[src/rtl/pipeline_hazard_ctrl.sv]
// Hazard sequencer for the 5-stage core: load-use stalls, redirect flushes and
// memory-wait freezes, plus saturating stall/flush performance counters.
module pipeline_hazard_ctrl #(
   parameter int unsigned FLUSH_CYCLES = 2,
   parameter int unsigned CNT_W        = 16
) (
   input  logic             clk,
   input  logic             rst,
   input  logic [4:0]       id_rs_addr,
   input  logic [4:0]       id_rt_addr,
   input  logic             id_uses_rs,
   input  logic             id_uses_rt,
   input  logic             dx_mem_read,
   input  logic [4:0]       dx_rt_addr,
   input  logic             dx_branch_taken,
   input  logic             dx_jump,
   input  logic             mem_busy,
   output logic             pc_write,
   output logic             fd_write,
   output logic             fd_flush,
   output logic             dx_write,
   output logic             dx_bubble,
   output logic [CNT_W-1:0] stall_count,
   output logic [CNT_W-1:0] flush_count
);

   typedef enum logic [1:0] {S_RUN, S_FLUSH, S_WAIT} state_e;

   localparam logic [3:0] FLUSH_INIT = 4'(FLUSH_CYCLES - 1);

   state_e           state_q, state_d;
   logic [3:0]       fcnt_q, fcnt_d;
   logic             ret_q, ret_d;   // 1: resume into FLUSH after a wait
   logic [CNT_W-1:0] stall_q, flush_q;
   logic             luh, rd;

   assign luh = dx_mem_read && (dx_rt_addr != 5'd0) &&
                ((id_uses_rs && (id_rs_addr == dx_rt_addr)) ||
                 (id_uses_rt && (id_rt_addr == dx_rt_addr)));
   assign rd  = dx_branch_taken || dx_jump;

   always_comb begin
      pc_write  = 1'b1;
      fd_write  = 1'b1;
      fd_flush  = 1'b0;
      dx_write  = 1'b1;
      dx_bubble = 1'b0;
      state_d   = state_q;
      fcnt_d    = fcnt_q;
      ret_d     = ret_q;

      if (mem_busy) begin
         pc_write = 1'b0;
         fd_write = 1'b0;
         dx_write = 1'b0;
         if (state_q != S_WAIT) begin
            ret_d   = (state_q == S_FLUSH);
            state_d = S_WAIT;
         end
      end else begin
         case (state_q)
            S_WAIT: begin
               state_d = ret_q ? S_FLUSH : S_RUN;
            end
            S_FLUSH: begin
               fd_flush  = 1'b1;
               dx_bubble = 1'b1;
               fcnt_d    = fcnt_q - 4'd1;
               if (fcnt_q <= 4'd1) state_d = S_RUN;
            end
            default: begin
               if (rd) begin
                  fd_flush  = 1'b1;
                  dx_bubble = 1'b1;
                  if (FLUSH_CYCLES > 1) begin
                     state_d = S_FLUSH;
                     fcnt_d  = FLUSH_INIT;
                  end
               end else if (luh) begin
                  pc_write  = 1'b0;
                  fd_write  = 1'b0;
                  dx_bubble = 1'b1;
               end
            end
         endcase
      end

      // Reset drains the pipeline with NOPs regardless of state.
      if (rst) begin
         pc_write  = 1'b0;
         fd_write  = 1'b0;
         fd_flush  = 1'b1;
         dx_write  = 1'b1;
         dx_bubble = 1'b1;
      end
   end

   always_ff @(posedge clk) begin
      if (rst) begin
         state_q <= S_RUN;
         fcnt_q  <= 4'd0;
         ret_q   <= 1'b0;
         stall_q <= '0;
         flush_q <= '0;
      end else begin
         state_q <= state_d;
         fcnt_q  <= fcnt_d;
         ret_q   <= ret_d;
         if (!pc_write && (stall_q != {CNT_W{1'b1}})) stall_q <= stall_q + CNT_W'(1);
         if (fd_flush && (flush_q != {CNT_W{1'b1}})) flush_q <= flush_q + CNT_W'(1);
      end
   end

   assign stall_count = stall_q;
   assign flush_count = flush_q;

endmodule

[config.mk]
export PLATFORM = sky130hd
export DESIGN_NAME = pipeline_hazard_ctrl
export DESIGN_NICKNAME = d
export VERILOG_FILES = /design/src/rtl/pipeline_hazard_ctrl.sv
export SDC_FILE = /design/constraint.sdc
export NUM_CORES = 1
export LEC_CHECK = 0
export ABC_AREA = 1
export ABC_CLOCK_PERIOD_IN_PS = 2850
export CAP_MARGIN = 20
export CORE_MARGIN = 3
export CORE_UTILIZATION = 35
export DETAILED_ROUTE_END_ITERATION = 8
export PLACE_DENSITY_LB_ADDON = 0.12
export SLEW_MARGIN = 20
export SYNTH_ARGS = -nofsm -noshare
export SYNTH_HDL_FRONTEND = slang
export SYNTH_SLANG_ARGS = --single-unit
[constraint.sdc]
create_clock -name clk -period 2.85 [get_ports clk]
set_input_delay 0.855 -clock clk [delete_from_list [all_inputs] [get_ports clk]]
set_output_delay 0.855 -clock clk [all_outputs]
set_load 0.01 [all_outputs]
# Word level (Yosys, flattened, before mapping)
# Cells that the tools add are included.
[word_totals] word_cells=60 regBits=39 in_bits=23
[op_classes] bitwise_logic=2 n_lt_le_gt_ge=1 n_eq_ne=9 n_reduce_logical=16 muxes=24 n_addsub=3
[ops] cell="16-bit by 1-bit adder with 16-bit output (second input constant)" n=2
[ops] cell="16-bit inequality test (second input constant)" n=2
[ops] cell="1-bit two-way mux" n=15
[ops] cell="5-bit == test" n=2
[ops] cell="2-bit two-way mux" n=4
[ops] cell="4-bit case mux with 2 select lines" n=1
[ops] cell="1-bit logical AND" n=6
[ops] cell="3-bit AND reduction" n=2
[ops] cell="5-bit nonzero test" n=1
[ops] cell="4-bit by 1-bit <= comparator with 1-bit output (second input constant)" n=1
[ops] cell="4-bit two-way mux" n=1
[ops] cell="1-bit case mux with 2 select lines" n=2
[ops] cell="2-bit case mux with 2 select lines" n=1
[ops] cell="4-bit nonzero test" n=1
[ops] cell="4-bit by 1-bit subtractor with 4-bit output (second input constant)" n=1
[ops] cell="3-bit by 2-bit inequality test with 1-bit output (second input constant)" n=1
[ops] cell="2-bit by 1-bit == test with 1-bit output (second input constant)" n=1
[ops] cell="2-bit == test (second input constant)" n=1
[ops] cell="1-bit logical OR" n=2
[ops] cell="2-bit by 1-bit inequality test with 1-bit output (second input constant)" n=1
[ops] cell="2-bit inequality test (second input constant)" n=1
[ops] cell="1-bit inverter" n=2
[ops] cell="2-bit AND reduction" n=1
[ops] cell="2-bit nonzero test" n=1
[ops] cell="other kinds (2)" n=2

# Logic depth before layout (Yosys ltp)
[depth] word_depth=11 ltp_mapped=12

# Worst setup path after synthesis
# Ideal clock, no wire load.
[synth_timing] kind="input-to-output" start="in dx_rt_addr[4]" end="out pc_write" stages=11 n_path_buf=2 arrival_ps=1831 setup_slack_ps=164 path_cell_list="inv_1 nand2_1 nand2_1 nor2_1 nand3_1 nand2_1 nand3_1 nand2_2 buf_2 inv_2 buf_4"
[synth_between] elab_chain_cells=9 word_cells_on_any_way=13 cone_classes="eq/ne: 2; mux: 5; reduce/logical: 6"
[synth_rtl] element="start: declaration" line="14" text="input logic [4:0] dx_rt_addr,"
[synth_rtl] element="5-bit == test (on tied branches)" line="38, 39"
[synth_rtl] element="1-bit logical AND (on tied branches)" line="38, 39"
[synth_rtl] element="1-bit logical OR" line="38" text="((id_uses_rs && (id_rs_addr == dx_rt_addr)) ||"
[synth_rtl] element="1-bit logical AND (*)" line="37" text="assign luh = dx_mem_read && (dx_rt_addr != 5'd0) &&"
[synth_rtl] element="1-bit two-way mux (*) (5 in series)"
[synth_rtl] element="end: declaration" line="18" text="output logic pc_write,"
# Every way passes the cells marked *; elsewhere a longest branch is shown, timed or not.

# Worst setup path after layout
[layout_timing] start="in id_rt_addr[0]" end="out dx_bubble"
[layout_between] elab_chain_cells=9
[layout_rtl] element="start: declaration" line="10" text="input logic [4:0] id_rt_addr,"
[layout_rtl] element="5-bit == test" line="39" text="(id_uses_rt && (id_rt_addr == dx_rt_addr)));"
[layout_rtl] element="1-bit logical AND" line="39"
[layout_rtl] element="1-bit logical OR" line="38"
[layout_rtl] element="1-bit logical AND" line="37"
[layout_rtl] element="1-bit two-way mux" line="79" text="end else if (luh) begin"
[layout_rtl] element="1-bit two-way mux" line="72" text="if (rd) begin"
[layout_rtl] element="1-bit case mux with 2 select lines" line="61" text="case (state_q)"
[layout_rtl] element="1-bit two-way mux" line="52" text="if (mem_busy) begin"
[layout_rtl] element="1-bit two-way mux" line="89" text="if (rst) begin"
[layout_rtl] element="end: declaration" line="22" text="output logic dx_bubble,"
# Every way passes these cells.

==> run_results.csv <==
group,metric,value,unit
layout,fillerInstances,687,
worst_setup_path,worst-path-max-fanout,2,
logic_synthesis,synthFlopType,"sky130_fd_sc_hd__dfxtp_1",
cts,cts_buffers,5,
worst_setup_path,critPathCaptureType,"output port",
logic_synthesis,netlist.top_cell.by_area,"sky130_fd_sc_hd__dfxtp_1",
timing,finalSetupViolations,0,
place,place_ws,-0.6760,ns
cts,ctsHoldBuffers,0,
layout,finalInstanceArea,3219,sq um
timing,maxSlewViolCount,0,
logic_synthesis,post_synth_num_cell_types,32,
worst_setup_path,reg2reg_slack,0.82,ns
run,maxCapViolCount,0,
layout,antenna_fix_cells,0,
outcome,outcome,"completed",
logic_synthesis,syn_avg_cell_area,6.426,sq um
layout,layout-drive-gt1-share,0.1287,
floorplan,fp.dieArea,7936,sq um
layout,final_nets,471,
worst_setup_path,crit_path_max_incr_delay,0.24,ns
grt,grt_antenna_before_repair,0,
logic_synthesis,syn-cell-area,2416,sq um
detailed_routing,detail_route.vias_per_cell,4.798,
timing,timing.setup.tns,0,ns
worst_setup_path,arrival,1.94,ns
cts,path_clk_slew,0.07,ns
worst_setup_path,worst_ep_required_time,2.00,ns
grt,globalRouteOverflowTotal,0,
worst_setup_path,crit_path_frequent_cell,"sky130_fd_sc_hd__nand2_1",
timing,fmax,357.9,MHz
layout,post-route-util,0.4929,
logic_synthesis,edff_count_synth,0,
hold_path,hold_path.class,"register to register",
layout,layoutNonFillerInstCount,520,
logic_synthesis,synth_cells,376,
detailed_routing,ant_nets,0,
timing,grt_setup_unrepaired,"yes",
cts,cts-root-to-sink-buffers,2,
logic_synthesis,synthMostInstantiatedCell,"sky130_fd_sc_hd__nand2_1",
floorplan,die_w,89.09,um
power,vdd.ir_drop.worst,0.0002405,V
cts,insertion_delay,0.30,ns
floorplan,core_region_area,6531,sq um
logic_synthesis,ys_ff_latch,39,
detailed_routing,detail_routed_net_length_per_standard_cell,11.67,um
detailed_routing,initialDrtViolationCount,79,
layout,multi_input_comb_area,1421,sq um
timing,timing_worst_slew_pin_value,0.3792,ns
logic_synthesis,seq_area_frac_synth,0.3231,
cts,clock-sinks,39,
cts,clock_tree_from_tritoncts,"done",
logic_synthesis,synth.top_cells.by_area,"sky130_fd_sc_hd__dfxtp_1 (32%), sky130_fd_sc_hd__nand2_1 (15%), sky130_fd_sc_hd__nand3_1 (7.7%)",
floorplan,die-height,89.09,um
place,place.port_buffers,59,
timing,period_minus_slack,2.794,ns
detailed_routing,dr_total_vias,2495,
place,dp_hpwl,4343,um
power,cellPowerDensity,391.1,nW/um^2
worst_setup_path,criticalPathCategory,"primary input to output port",
worst_setup_path,crit_path_slowest_cell,"sky130_fd_sc_hd__dlygate4sd2_1",
detailed_routing,detail_route.wirelength,6066,um
logic_synthesis,synth_fp_nets,405,
timing,timing.final.crit_share,0.9804,
grt,grt_pass1_wl,10030,um
worst_setup_path,crit_path_start_kind,"primary input",
layout,area_growth,33.25,%
timing,timing.final.ws_setup,0.05585,ns
place,total_instance_count_after_detailed_placement,510,
detailed_routing,drt_pre_antenna_iters,4,
timing,max-slew-margin-rel,0.7445,
floorplan,row_count,29,
floorplan,initial_utilization,0.3699,
logic_synthesis,ys_warn_count,0,
timing,final_worst_clock_skew,0.01473,ns
logic_synthesis,synthDominantCellAreaShare,0.3231,
power,power.static_leakage,1.345,nW
logic_synthesis,synth_common_cells,"sky130_fd_sc_hd__nand2_1 (95), sky130_fd_sc_hd__nor2_1 (45), sky130_fd_sc_hd__inv_1 (40)",
cts,clock-root-buffer,"sky130_fd_sc_hd__clkbuf_8",
place,dpl-instance-area,3108,sq um
floorplan,boundaryPins,60,
cts,htree_num_levels,2,
worst_setup_path,cp_cell_sequence,"dlygate4sd2_1 -> nand2_1 -> nand2_1 -> nor2_1 -> nand3_1 -> nand2_2 -> a21oi_2 -> o31ai_1 -> buf_2",
logic_synthesis,postSynth.asyncResetShare,0,
detailed_routing,drc_errors,0,
place,routability_driven_placement_congestion_ratio,0.8495,
layout,sequential_cell_area,780.7,sq um
timing,hold_viol_final,0,
grt,grt_pass1_vias,2329,
grt,grt_util_all_layers,0.1570,
grt,maximum_number_of_pins_on_one_net_before_global_route_repair,26,
==> report_power, final <==
part,internal [mW],total [mW],switching [mW]
registers,0.561,0.577,0.0159
clock network,0.284,0.488,0.204
logic,0.0873,0.195,0.107
==> worst max-delay path: cells and delay by family <==
family,cells,cell delay [ns]
buf+inv,2,0.41
compound gates,2,0.26
simple gates,5,0.42
==> kinds of logic (layout without fill, tap and decap cells) <==
family / Yosys count / in the layout / synth area share
AO/OA/AOI/OAI: 55 / 55 / 0.1217
XOR/XNOR: 18 / 18 / 0.06525
adder cells (fa/ha/maj): 6 / 6 / 0.03107
buffers and inverters: 59 / 126 / 0.09891
flip-flops: 39 / 39 / 0.3231
AND/OR/NAND/NOR: 199 / 199 / 0.3599
==> registers in the layout, indices dropped and copies added, names as in the netlist <==
register,flops
stall_count,16
flush_count,16
ret_q,1
fcnt_q,4
state_q,2
==> worst paths after layout <==
path / to / startpoint / cells after the start
worst max-delay path: dx_bubble / id_rt_addr[0] / 9
worst min-delay path: ret_q$_SDFFE_PP0P_ / ret_q$_SDFFE_PP0P_ / 2
worst max register to register: stall_count[6]$_SDFFE_PP0P_ / stall_count[0]$_SDFFE_PP0P_ / 9
worst min register to register: ret_q$_SDFFE_PP0P_ / ret_q$_SDFFE_PP0P_ / 2
==> per-stage QoR <==
step / hold slack (ns) / total power, mW
floorplan: 0.4239 / 0.6968
global placement: 0.4355 / 0.7868
detailed placement: 0.4399 / 0.7889
CTS: 0.4520 / 1.275
global route: 0.4870 / 1.324
finish: 0.4510 / 1.259
==> area by class of cell <==
| cell class | count | area share |
|---|---|---|
| Clock buffer | 6 | 0.02565 |
| Clock inverter | 2 | 0.01088 |
| Inverter | 49 | 0.05713 |
| Multi-Input combinational cell | 278 | 0.4415 |
| Sequential cell | 39 | 0.2425 |
| Tap cell | 77 | 0.02993 |
| Timing Repair Buffer | 69 | 0.1924 |
==> layout by cell type (no fill, tap or decap), types with 5 or more instances in the layout <==
| cell | n |
|---|---|
| sky130_fd_sc_hd__dlygate4sd2_1 | 8 |
| sky130_fd_sc_hd__nand2_1 | 93 |
| sky130_fd_sc_hd__clkbuf_2 | 5 |
| sky130_fd_sc_hd__nand3_1 | 36 |
| sky130_fd_sc_hd__dfxtp_1 | 39 |
| sky130_fd_sc_hd__a21oi_1 | 33 |
| sky130_fd_sc_hd__ha_1 | 6 |
| sky130_fd_sc_hd__nor2_1 | 42 |
| sky130_fd_sc_hd__o21ai_1 | 7 |
| sky130_fd_sc_hd__buf_4 | 9 |
| sky130_fd_sc_hd__xor2_1 | 12 |
| sky130_fd_sc_hd__nor3_1 | 8 |
| sky130_fd_sc_hd__xnor2_1 | 6 |
| sky130_fd_sc_hd__inv_1 | 38 |
| sky130_fd_sc_hd__clkdlybuf4s50_1 | 36 |
| sky130_fd_sc_hd__inv_2 | 11 |
| sky130_fd_sc_hd__clkbuf_8 | 6 |
| sky130_fd_sc_hd__o21ai_0 | 7 |
==> layer usage <==
layer / GRT usage / vias to the layer above / share of wire
met4: 0.04736 / 0 / 0.012
li1: - / 1332 / -
met3: 0.03963 / 7 / 0.044
met2: 0.2693 / 52 / 0.47
met5: 0 / - / 0
met1: 0.1934 / 1104 / 0.48
==> repair_timing <==
item | in CTS | in global routing
setup endpoints to repair | 5 | 5
setup buffers | 2 | 0
pin swaps | 13 | 14
resized for setup | 47 | 20
endpoints found under the hold margin | 0 | 0
Note: power is estimated with default switching activity, not from simulation.
